$ cat config.mk
export PLATFORM = sky130hd
export DESIGN_NAME = word_merge_arbiter
export DESIGN_NICKNAME = d
export VERILOG_FILES = /design/src/rtl/word_merge_arbiter_pkg.sv /design/src/rtl/word_merge_arbiter_rr_pick.sv /design/src/rtl/word_merge_arbiter.sv
export SDC_FILE = /design/constraint.sdc
export NUM_CORES = 1
export LEC_CHECK = 0
export ABC_AREA = 1
export CAP_MARGIN = 20
export CORE_AREA = 2 2 144 146
export DETAILED_ROUTE_END_ITERATION = 12
export DIE_AREA = 0 0 146 148
export GPL_ROUTABILITY_DRIVEN = 0
export GPL_TIMING_DRIVEN = 0
export PLACE_DENSITY = 0.66
export SLEW_MARGIN = 20
export SYNTH_ARGS = -nofsm -noshare
export SYNTH_HDL_FRONTEND = slang
export SYNTH_SLANG_ARGS = --single-unit
$ cat constraint.sdc
create_clock -name clock -period 3 [get_ports clock]
set_clock_uncertainty 0.2 [all_clocks]
set_input_delay 0.45 -clock clock [delete_from_list [all_inputs] [get_ports clock]]
set_output_delay 0.45 -clock clock [all_outputs]
set_load 0.03 [all_outputs]
$ cat src/rtl/word_merge_arbiter_pkg.sv
// Shared constants and FSM encoding for the word merge arbiter.
// The drain depth default tracks the downstream merger's flush depth.
package word_merge_arbiter_pkg;

  localparam int SIZE_W           = 7;
  localparam int DATA_W           = 64;
  localparam int ID_W             = 3;
  localparam int MAX_REQ          = 1 << ID_W;
  localparam int CNT_W            = 8;
  localparam int DRAIN_CYCLES_DEF = 3;

  typedef enum logic [1:0] {
    ST_IDLE  = 2'd0,
    ST_GRANT = 2'd1,
    ST_DRAIN = 2'd2
  } state_t;

endpackage

$ cat src/rtl/word_merge_arbiter_rr_pick.sv
// Combinational round-robin picker: finds the first requester after last_idx,
// wrapping at N_REQ.
module rr_pick
  import word_merge_arbiter_pkg::*;
#(
  parameter int N_REQ = 4
) (
  input  logic [N_REQ-1:0] req,
  input  logic [ID_W-1:0]  last_idx,
  output logic [ID_W-1:0]  next_idx,
  output logic             found
);

  logic [MAX_REQ-1:0] req_ext;
  logic [ID_W-1:0]    cand [N_REQ];

  assign req_ext = MAX_REQ'(req);

  // cand[k] is the index k+1 positions after the previous owner
  generate
    for (genvar gi = 0; gi < N_REQ; gi++) begin : g_cand
      assign cand[gi] = ID_W'((int'(last_idx) + gi + 1) % N_REQ);
    end
  endgenerate

  always_comb begin
    next_idx = last_idx;
    found    = 1'b0;
    for (int k = N_REQ - 1; k >= 0; k--) begin
      if (req_ext[cand[k]]) begin
        next_idx = cand[k];
        found    = 1'b1;
      end
    end
  end

endmodule

$ cat src/rtl/word_merge_arbiter.sv
// Round-robin arbiter locking one requester onto the shared word merger per
// packet, then idling DRAIN_CYCLES while the merger flushes.
module word_merge_arbiter
  import word_merge_arbiter_pkg::*;
#(
  parameter int N_REQ        = 4,
  parameter int DRAIN_CYCLES = DRAIN_CYCLES_DEF
) (
  input  logic                      clock,
  input  logic                      reset,
  input  logic [N_REQ-1:0]          req_valid,
  input  logic [N_REQ-1:0]          req_last,
  input  logic [SIZE_W*N_REQ-1:0]   req_size,
  input  logic [DATA_W*N_REQ-1:0]   req_data,
  output logic [N_REQ-1:0]          req_ready,
  output logic                      mrg_valid,
  output logic                      mrg_last,
  output logic [SIZE_W-1:0]         mrg_size,
  output logic [DATA_W-1:0]         mrg_data,
  output logic [ID_W-1:0]           grant_id,
  output logic                      busy
);

  state_t            state_reg, state_next;
  logic [ID_W-1:0]   grant_reg, grant_next;
  logic [CNT_W-1:0]  cnt_reg, cnt_next;

  logic [ID_W-1:0]   pick_idx;
  logic              pick_found;

  logic              sel_valid;
  logic              sel_last;
  logic [SIZE_W-1:0] sel_size;
  logic [DATA_W-1:0] sel_data;
  logic              xfer;
  logic              fwd;

  rr_pick #(.N_REQ(N_REQ)) u_rr_pick (
    .req      (req_valid),
    .last_idx (grant_reg),
    .next_idx (pick_idx),
    .found    (pick_found)
  );

  // Owner's request lanes; every other lane is ignored
  always_comb begin
    sel_valid = 1'b0;
    sel_last  = 1'b0;
    sel_size  = '0;
    sel_data  = '0;
    for (int i = 0; i < N_REQ; i++) begin
      if (grant_reg == ID_W'(i)) begin
        sel_valid = req_valid[i];
        sel_last  = req_last[i];
        sel_size  = req_size[SIZE_W*i +: SIZE_W];
        sel_data  = req_data[DATA_W*i +: DATA_W];
      end
    end
  end

  assign xfer = (state_reg == ST_GRANT) && sel_valid;
  // Empty non-last beats are swallowed; an empty last beat still closes the packet
  assign fwd  = xfer && ((sel_size != '0) || sel_last);

  always_ff @(posedge clock) begin
    if (reset) begin
      state_reg <= ST_IDLE;
      grant_reg <= ID_W'(N_REQ - 1);
      cnt_reg   <= '0;
    end else begin
      state_reg <= state_next;
      grant_reg <= grant_next;
      cnt_reg   <= cnt_next;
    end
  end

  always_comb begin
    state_next = state_reg;
    grant_next = grant_reg;
    cnt_next   = cnt_reg;
    case (state_reg)
      ST_IDLE: begin
        if (pick_found) begin
          grant_next = pick_idx;
          state_next = ST_GRANT;
        end
      end
      ST_GRANT: begin
        if (xfer && sel_last) begin
          state_next = ST_DRAIN;
          cnt_next   = CNT_W'(DRAIN_CYCLES);
        end
      end
      ST_DRAIN: begin
        if (cnt_reg <= CNT_W'(1)) begin
          state_next = ST_IDLE;
          cnt_next   = '0;
        end else begin
          cnt_next = cnt_reg - CNT_W'(1);
        end
      end
      default: begin
        state_next = ST_IDLE;
        cnt_next   = '0;
      end
    endcase
  end

  always_comb begin
    busy      = (state_reg != ST_IDLE);
    req_ready = '0;
    for (int i = 0; i < N_REQ; i++) begin
      req_ready[i] = (state_reg == ST_GRANT) && (grant_reg == ID_W'(i));
    end
  end

  // Size and data hold their last forwarded values between beats
  always_ff @(posedge clock) begin
    if (reset) begin
      mrg_valid <= 1'b0;
      mrg_last  <= 1'b0;
      mrg_size  <= '0;
      mrg_data  <= '0;
    end else begin
      mrg_valid <= fwd;
      mrg_last  <= fwd && sel_last;
      if (fwd) begin
        mrg_size <= sel_size;
        mrg_data <= sel_data;
      end
    end
  end

  assign grant_id = grant_reg;

endmodule

# Word level (Yosys, flattened, before mapping)
# Cells that the tools add are included.
# W data, S select, Z words.
# totals
inputBits	294
elab_cells	92
register_bits	86
out_inout_bits	81
# op_classes
n_eq_ne	8
add_sub_neg	7
reduce_logical	21
muxes	39
order_cmp	5
bitwise	5
# ops
operator	count
$mux W64	4
$add A32 B2 Y32 const B	3
$mux W7	4
$pmux W8 S3	1
$lt A3 B4 Y1 const B	4
$mux W1	16
$mux W8	2
$bmux W1 S3	4
$mux W3	4
$add A3 B2 Y4 const B	2
$le A8 B1 Y1 const B	1
$logic_and A1 B1 Y1	8
$reduce_or A2 Y1	4
$sub A8 B1 Y8 const B	1
$reduce_bool A7 Y1	1
$eq A3 B2 Y1 const B	2
$mux W2	3
$pmux W2 S3	1
$reduce_and A3 Y1	2
$add A3 B1 Y4 const B	1
$ne A2 B2 Y1 const B	2
$reduce_bool A4 Y1	1
$and A1 B1 Y1	3
$eq A3 B1 Y1 const B	1
other kinds (10)	10

# Logic depth before layout (Yosys ltp)
# depth
depth_word	12
ltp_mapped	18
mapped_depth_nobuf	15

# Cells and area by module
# From an unflattened synthesis, not the netlist that was laid out.
# unflattened
cells_unflattened	1007
hier_area_um2	5944.5
# by_module_without_submodules
module	cells_each	seq_area_each_um2	area_each_um2	n_inst
word_merge_arbiter	955	1721.7	5715.5	1
rr_pick	52	0.0	229.0	1

# Worst setup path after synthesis
# OpenSTA, ideal clock, no wires.
# synth_timing
path_type	reg2reg
start	reg grant_reg[0] (netlist: grant_id[0])
end	reg cnt_reg[7]
path_stages_with_launch	13
setup_ns	0.117
period_less_slack_ns	2.658
path_buffers	2
t_required_ns	2.683
slack_ns	0.342
t_arrival_ns	2.341
path_cell_list	dfxtp_1 buf_2 inv_1 ha_1 inv_2 buf_2 o211ai_1 a21oi_4 nand2_2 nand2_1 nand2_1 o21ai_0 nor2_1
# synth_between
elab_chain_cells	9
elab_cells_between_ends	16
cone_classes	eq/ne: 4; mux: 8; reduce/logical: 4
# synth_rtl
item	line_no	source
start, declared	word_merge_arbiter.sv:25	logic [ID_W-1:0] grant_reg, grant_next;
start signal, assigned	word_merge_arbiter.sv:68	grant_reg <= ID_W'(N_REQ - 1);
start signal, assigned	word_merge_arbiter.sv:72	grant_reg <= grant_next;
$logic_not A3 Y1	word_merge_arbiter.sv:52	if (grant_reg == ID_W'(i)) begin
$mux W1 (4 in a row)	word_merge_arbiter.sv:52	
$logic_and A1 B1 Y1	word_merge_arbiter.sv:61	assign xfer = (state_reg == ST_GRANT) && sel_valid;
$logic_and A1 B1 Y1 (*)	word_merge_arbiter.sv:89	if (xfer && sel_last) begin
$ne A2 B1 Y1 (no line) (*)	--	
$reduce_and A2 Y1 (no line) (*)	--	
end signal, assigned	word_merge_arbiter.sv:73	cnt_reg <= cnt_next;
end, declared	word_merge_arbiter.sv:26	logic [CNT_W-1:0] cnt_reg, cnt_next;
# Mark *: on every way between the ends. The rest lies on a longest branch, timed or not.
# A chain may end at the register's enable or synchronous reset.

# Final worst setup path
# layout_timing
start	reg grant_reg[1] (netlist: grant_id[1])
end	reg mrg_data[41]
# layout_between
elab_chain_cells	8
elab_cells_between_ends	24
cone_classes	eq/ne: 3; mux: 16; reduce/logical: 5
# layout_rtl
item	line_no	source
$logic_not A3 Y1	word_merge_arbiter.sv:52	
$mux W7 (4 in a row)	word_merge_arbiter.sv:52	
$reduce_bool A7 Y1	word_merge_arbiter.sv:63	assign fwd = xfer && ((sel_size != '0) || sel_last);
$logic_or A1 B1 Y1	word_merge_arbiter.sv:63	
$logic_and A1 B1 Y1	word_merge_arbiter.sv:63	
end signal, assigned	word_merge_arbiter.sv:129	mrg_data <= sel_data;
end, declared	word_merge_arbiter.sv:19	output logic [DATA_W-1:0] mrg_data,
# Parallel ways exist; a longest one is shown, timed or not.

==> impl_metrics.py <==
metrics = {
    "layout": {
        "drive_above_1_share_pct": 5.59,
        "finalNetCount": 1746,
        "multi_input_area_sq_mm": 0.00379,
        "final_cell_mix": "369 x clkdlybuf4s50_1, 338 x nand2_1, 171 x nor2_1, 141 x o21ai_0",
        "num-fill-cells": 2126,
        "layout_commonest_cell": "clkdlybuf4s50_1",
        "largest_reg_flops": 64,
        "final_util_pct": 52.2,
        "areaGrowthSynthToFinish_pct": 76.0,
        "regArea_sq_mm": 0.00170,
        "antenna_cells": 0,
    },
    "flow_run": {
        "maxCapViolations": 0,
    },
    "synthesis": {
        "synth_top_family_by_area": "simple AND/OR/NAND/NOR gates",
        "yosysUniqueCellTypes": 27,
        "synthSimpleGateAreaFrac_pct": 40.2,
        "synth-seq-cells": 85,
        "netlist_area_sq_mm": 0.00594,
        "synthAdderAreaFrac_pct": 1.90,
        "synth_compound_area_share_pct": 20.4,
        "ys_warn_count": 0,
        "synth_area_per_cell_sq_um": 5.62,
        "ys_seq_area_share_pct": 28.6,
        "synthesis.nets": 1360,
        "synthMuxAreaShare_pct": 0,
        "netlist_instances": 1057,
        "synth_xor_area_share_pct": 0.590,
    },
    "setup_path": {
        "cp_slowest_stage_delay_ns": 0.38,
        "required_ns": 3.04,
        "cp_max_fo": 10,
        "criticalPathCategory": "reg -> reg",
        "worstPathArrival_ns": 2.86,
        "startpoint_type": "register",
        "crit_path_end_kind": "register",
        "crit_chain": "ha_1 -> buf_2 -> inv_1 -> buf_2 -> nor2_1 -> inv_1 -> nand2_1 -> nand3_2 -> inv_1 -> nand2_4 -> buf_2 -> nand3_1 -> nand2_1 -> nor2_1",
        "crit_slowest_cell": "buf_2",
        "ff2ff_path_depth": 14,
    },
    "cts": {
        "clk_latency_ns": 0.35,
        "cts_buffer_depth": 2,
        "path_clk_slew_ns": 0.06,
        "cts_buffers": 9,
        "cts_sinks": 85,
        "htree_levels": 3,
        "cts-root-buf": "clkbuf_16",
        "cts-hold-fix-buffers": 0,
        "cts_tree": "built",
    },
    "drt": {
        "avgRoutedWirePerCell_um": 16.4,
        "ant_nets": 0,
        "wl_mm": 28.1,
        "drc": 0,
        "vias_per_cell": 4.81,
        "drt_first_pass_iters": 5,
        "drt_iter0_drc": 436,
        "vias": 8266,
    },
    "pwr": {
        "power_density_mw_per_mm2": 899,
        "ir_drop_mv": 0.349,
        "leakagePower_nw": 4.47,
        "power_mw": 9.40,
    },
    "floorplan": {
        "coreArea_sq_mm": 0.0200,
        "num_rows": 52,
        "die_w_um": 146,
        "io_pins": 375,
        "die_area_sq_mm": 0.0216,
        "die_h_um": 148,
        "initial_core_util_pct": 29.6,
    },
    "sta": {
        "worst_pin_slew_ns": 0.691,
        "setup_viol": 0,
        "hold_viol": 0,
        "fmax_mhz": 355,
        "slew_headroom_pct": 54.0,
        "fin_ws_ns": 0.179,
        "grt_setup_unrepaired": "false",
        "finalCriticalPeriod_ns": 2.82,
        "fin_tns_setup_ns": 0,
        "period_share_pct": 94.0,
        "slew_viol_final": 0,
    },
    "status": {
        "status": "finished, final reports clean",
    },
    "global_routing": {
        "antenna_found_initial": 0,
        "grt_pass1_wl_mm": 42.4,
        "grt_max_degree": 20,
        "grt_usage_pct": 25.1,
        "first_global_vias": 7769,
        "gr-total-overflow": 0,
    },
    "place": {
        "port_buffers": 372,
        "hpwlAfterDp_mm": 22.2,
        "dp_worst_setup_slack_ns": -0.544,
    },
    "worst_hold_path": {
        "hp-class": "reg -> reg",
        "min_path_cells": 2,
    },
}
[cells in the mapped netlist]
cell type / n / area share [%]
xor2_1: 2 / 0.29
nand4_1: 1 / 0.11
buf_2: 33 / 2.8
a21oi_2: 1 / 0.15
dfxtp_1: 85 / 29
xnor2_1: 2 / 0.29
a31oi_1: 1 / 0.11
o211ai_1: 4 / 0.51
nor3_1: 5 / 0.42
inv_1: 35 / 2.2
o21bai_1: 2 / 0.25
nand3_1: 81 / 6.8
ha_1: 9 / 1.9
nand2_1: 339 / 21
nor2_2: 1 / 0.11
buf_1: 16 / 1.0
o21a_1: 1 / 0.13
a21oi_4: 1 / 0.27
buf_4: 1 / 0.13
inv_2: 3 / 0.19
a21oi_1: 84 / 7.1
or2_2: 1 / 0.11
nand2_2: 1 / 0.11
nor2_1: 176 / 11
clkbuf_1: 30 / 1.9
o21ai_0: 141 / 12
conb_1: 1 / 0.063
[per-layer routing]
metal  part of all wire, %  global-route usage, %  up-vias
met1                    42                   30.4     3725
met3                   7.6                   6.39       44
met5                     0                      0        -
met2                    48                   43.6      311
met4                   2.5                   8.40        0
li1                      -                      -     4186
[worst paths after layout]
path	start	end	slack [ns]
worst max-delay path	grant_id[1]	mrg_data[41]	0.18
worst min-delay path	mrg_data[35]	mrg_data[35]	0.28
worst max register to register	grant_id[1]	mrg_data[41]	0.18
worst min register to register	mrg_data[35]	mrg_data[35]	0.28
[cell families (layout without fill, tap and decap cells)]
kind of cell    Yosys count  after routing
simple gates            605            605
fa+ha+maj                 9              9
flops                    85             85
other cells               1              1
compound gates          235            235
buf+inv                 118            509
xor+xnor                  4              4
[power breakdown]
| part | switching (mW) | leakage, nW | internal, mW |
|---|---|---|---|
| clock network | 0.466 | 0.134 | 0.611 |
| registers | 0.245 | 0.695 | 1.55 |
| logic | 4.03 | 3.64 | 2.50 |
[timing repair]
item	CTS	global route
buffers inserted	3	2
setup endpoints to repair	83	81
gates resized for setup	17	41
pin swaps	1	2
[cell type report]
| type | instances | share of cell area [%] |
|---|---|---|
| Tap cell | 270 | 3.23 |
| Timing Repair Buffer | 377 | 36.2 |
| Multi-Input combinational cell | 854 | 36.2 |
| Clock inverter | 2 | 0.156 |
| Sequential cell | 85 | 16.3 |
| Inverter | 38 | 1.45 |
| Buffer | 78 | 3.88 |
| Clock buffer | 14 | 2.53 |
[worst max-delay path, delay by kind of cell (launching register included)]
family | cells | cell delay, ns
adder cells (fa/ha/maj) | 1 | 0.21
flip-flops | 1 | 0.36
buffers and inverters | 6 | 1.18
AND/OR/NAND/NOR | 7 | 0.76
[through the flow]
stage	area, sq um	hold slack, ns	std cells
5_1_grt	10500	0.303	1718
4_1_cts	10300	0.284	1716
3_5_place_dp	10000	0.270	1699
2_1_floorplan	5940	0.257	1057
6_report	10500	0.278	1718
3_3_place_gp	10000	0.263	1699
Note: power is estimated with default switching activity, not from simulation.
==> edit (config.mk and constraints unchanged) <==
The package constant `SIZE_W` goes from 7 to 5.
--- a/src/rtl/word_merge_arbiter_pkg.sv
+++ b/src/rtl/word_merge_arbiter_pkg.sv
@@ -3,5 +3,5 @@
 package word_merge_arbiter_pkg;
 
-  localparam int SIZE_W           = 7;
+  localparam int SIZE_W           = 5;
   localparam int DATA_W           = 64;
   localparam int ID_W             = 3;
Ports: changed (resized mrg_size and req_size); port bits go from 375 to 365. The function was not compared with the original's and may differ.
==> edit against the unedited design <==
Critical path depth down 9. Wire length is 2.3% lower. Sequential cell count fell by 2. Combinational power up 4.0%. Fmax is 2.0% lower. Worst hold slack improved by 0.0011 ns. Worst setup slack worse by 0.056 ns. Final area down 1.1%. Area after synthesis increased by 0.32%. Power is 4.8% higher. Synthesized cell count fell by 2.6%. Critical endpoint is now req_ready[3].
==> edit: results (changes against the unedited design) <==
The flow ran to the end, and the final reports show no timing, DRC or antenna violations. For the final wirelength, the log shows 27.5 mm (was 28.1 mm). The layout cell share with drive strength beyond 1 came out at 5.46% (was 5.59%). The count of cell types in the netlist is 24 (was 27), and the largest stage delay on the critical path is 0.67 ns (was 0.38 ns).

The logs give 3 (unchanged) for the maximum level of the CTS H-tree and 0.00439 uW (was 0.00447 uW) for the standby leakage power. The arrival time reported for the critical path endpoint is 2.23 ns (was 2.86 ns). The logs give 2.02 mm (was 2.15 mm) for the detailed-routed wire length on met3 and 7,625 (was 7,769) for the number of global-route vias before repair. Biggest area contributors in the synthesized netlist: dfxtp_1, nand2_1, a21oi_1 (was dfxtp_1, nand2_1, o21ai_0).

The pin slew with the least headroom to its limit was 0.617 ns (was 0.691 ns); the fill cell instance count of the final layout was 2,136 (was 2,126). The detailed-route vias per instance works out to 4.85 (was 4.81). The buffer levels on the longest clock path was 2 (unchanged).

The met1 usage in global routing is 29.3% (was 30.4%). The run gives 11.6 mm (was 11.9 mm) as the met1 layer wirelength in the final routing. The total of buffers placed on input and output ports works out to 362 (was 372). The number of cells produced by synthesis is 1,030 (was 1,057). The standard cell with the maximum stage delay on the critical path was clkdlybuf4s50_1 (was buf_2). Commonest cells in the netlist: nand2_1, a21oi_1, o21ai_0 (was nand2_1, nor2_1, o21ai_0).

The run gives 41.9 mm (was 42.4 mm) as the first-pass GRT wire length. The worst vdd rail ir drop is 0.000358 V (was 0.000349 V), and the clock edge transition at the registers on the reported setup and hold paths is 0.07 ns. For the number of search-and-repair iterations in the first detailed-routing pass, the log shows 7 (was 5). The fraction of synthesis flops using an asynchronous set or reset pin is 0% (unchanged), and the post-synth net total is 1,325 (was 1,360). The tools report the met2 demand-to-capacity share in global routing as 42.8% (was 43.6%). The placed cell count was 1,662 (was 1,699); the sequential fraction of the synthesis area was 27.9% (was 28.6%). Maximum number of pins on one net before global-route repair: 20 (unchanged).

For the post-detailed-placement cell area, the log shows 9920 sq um (was 10,000 sq um). The logs give 8,142 (was 8,266) for the detailed-route via count and 6.27% (was 6.39%) for the met3 track demand over resource. For the global router's overall resource usage, the log shows 24.3% (was 25.1%). The post-detailed-placement half-perimeter wirelength came out at 21.6 mm (was 22.2 mm). Uppermost layer routed: met4 (unchanged). The wire length on met2 was 13.4 mm (about the same); the detailed router's first-iteration violation count was 485 (was 436).

The path category of the worst min-delay check was reg -> reg (unchanged).
edit: through the flow:
step	worst slack, ns	total power (uW)	utilization [%]
final	0.123	9850	51.6
after global routing	-0.0185	10700	51.6
after CTS	0.0258	9830	51.2
after detailed placement	-0.0488	8530	49.5
after global placement	-0.0401	8480	49.5
after floorplan	0.435	6090	-
edit: area by class of cell:
class,count,share of cell area (%)
buffer,87,4.91
clock buffer,11,2.45
clock inverter,5,0.823
inverter,33,1.28
multi-input combinational,826,35.9
sequential,83,16.1
tap,270,3.27
timing repair buffer,364,35.2
edit: path summary, 6_finish.rpt:
path,from,cells after the start,slack (ns),to
setup / recovery,grant_id[1],5,0.12,req_ready[3]
hold / removal,mrg_data[26],2,0.28,mrg_data[26]
setup reg to reg,grant_id[0],13,0.21,mrg_data[21]
hold reg to reg,mrg_data[26],2,0.28,mrg_data[26]
edit: kinds of logic (layout without fill, tap and decap cells):
group / count (synthesis) / count (layout) / share of synthesized area (%)
AO/OA/AOI/OAI: 295 / 295 / 24.9
XOR/XNOR: 3 / 3 / 0.441
adder cells (fa/ha/maj): 9 / 9 / 1.89
buffers and inverters: 121 / 500 / 10.0
flip-flops: 83 / 83 / 27.9
other: 1 / 1 / 0.0629
AND/OR/NAND/NOR: 518 / 518 / 34.8
edit: where the power goes:
| group | leakage, uW | internal (uW) | total [uW] | switching, uW |
|---|---|---|---|---|
| registers | 0.000679 | 1560 | 1810 | 252 |
| logic | 0.00355 | 2640 | 6790 | 4150 |
| clock network | 0.000162 | 778 | 1240 | 465 |
edit: what timing repair did:
action	in CTS	in global routing
gates resized for setup	7	32
buffers inserted	0	1
endpoints found under the setup margin	21	82
gates cloned	0	1
endpoints found under the hold margin	0	0
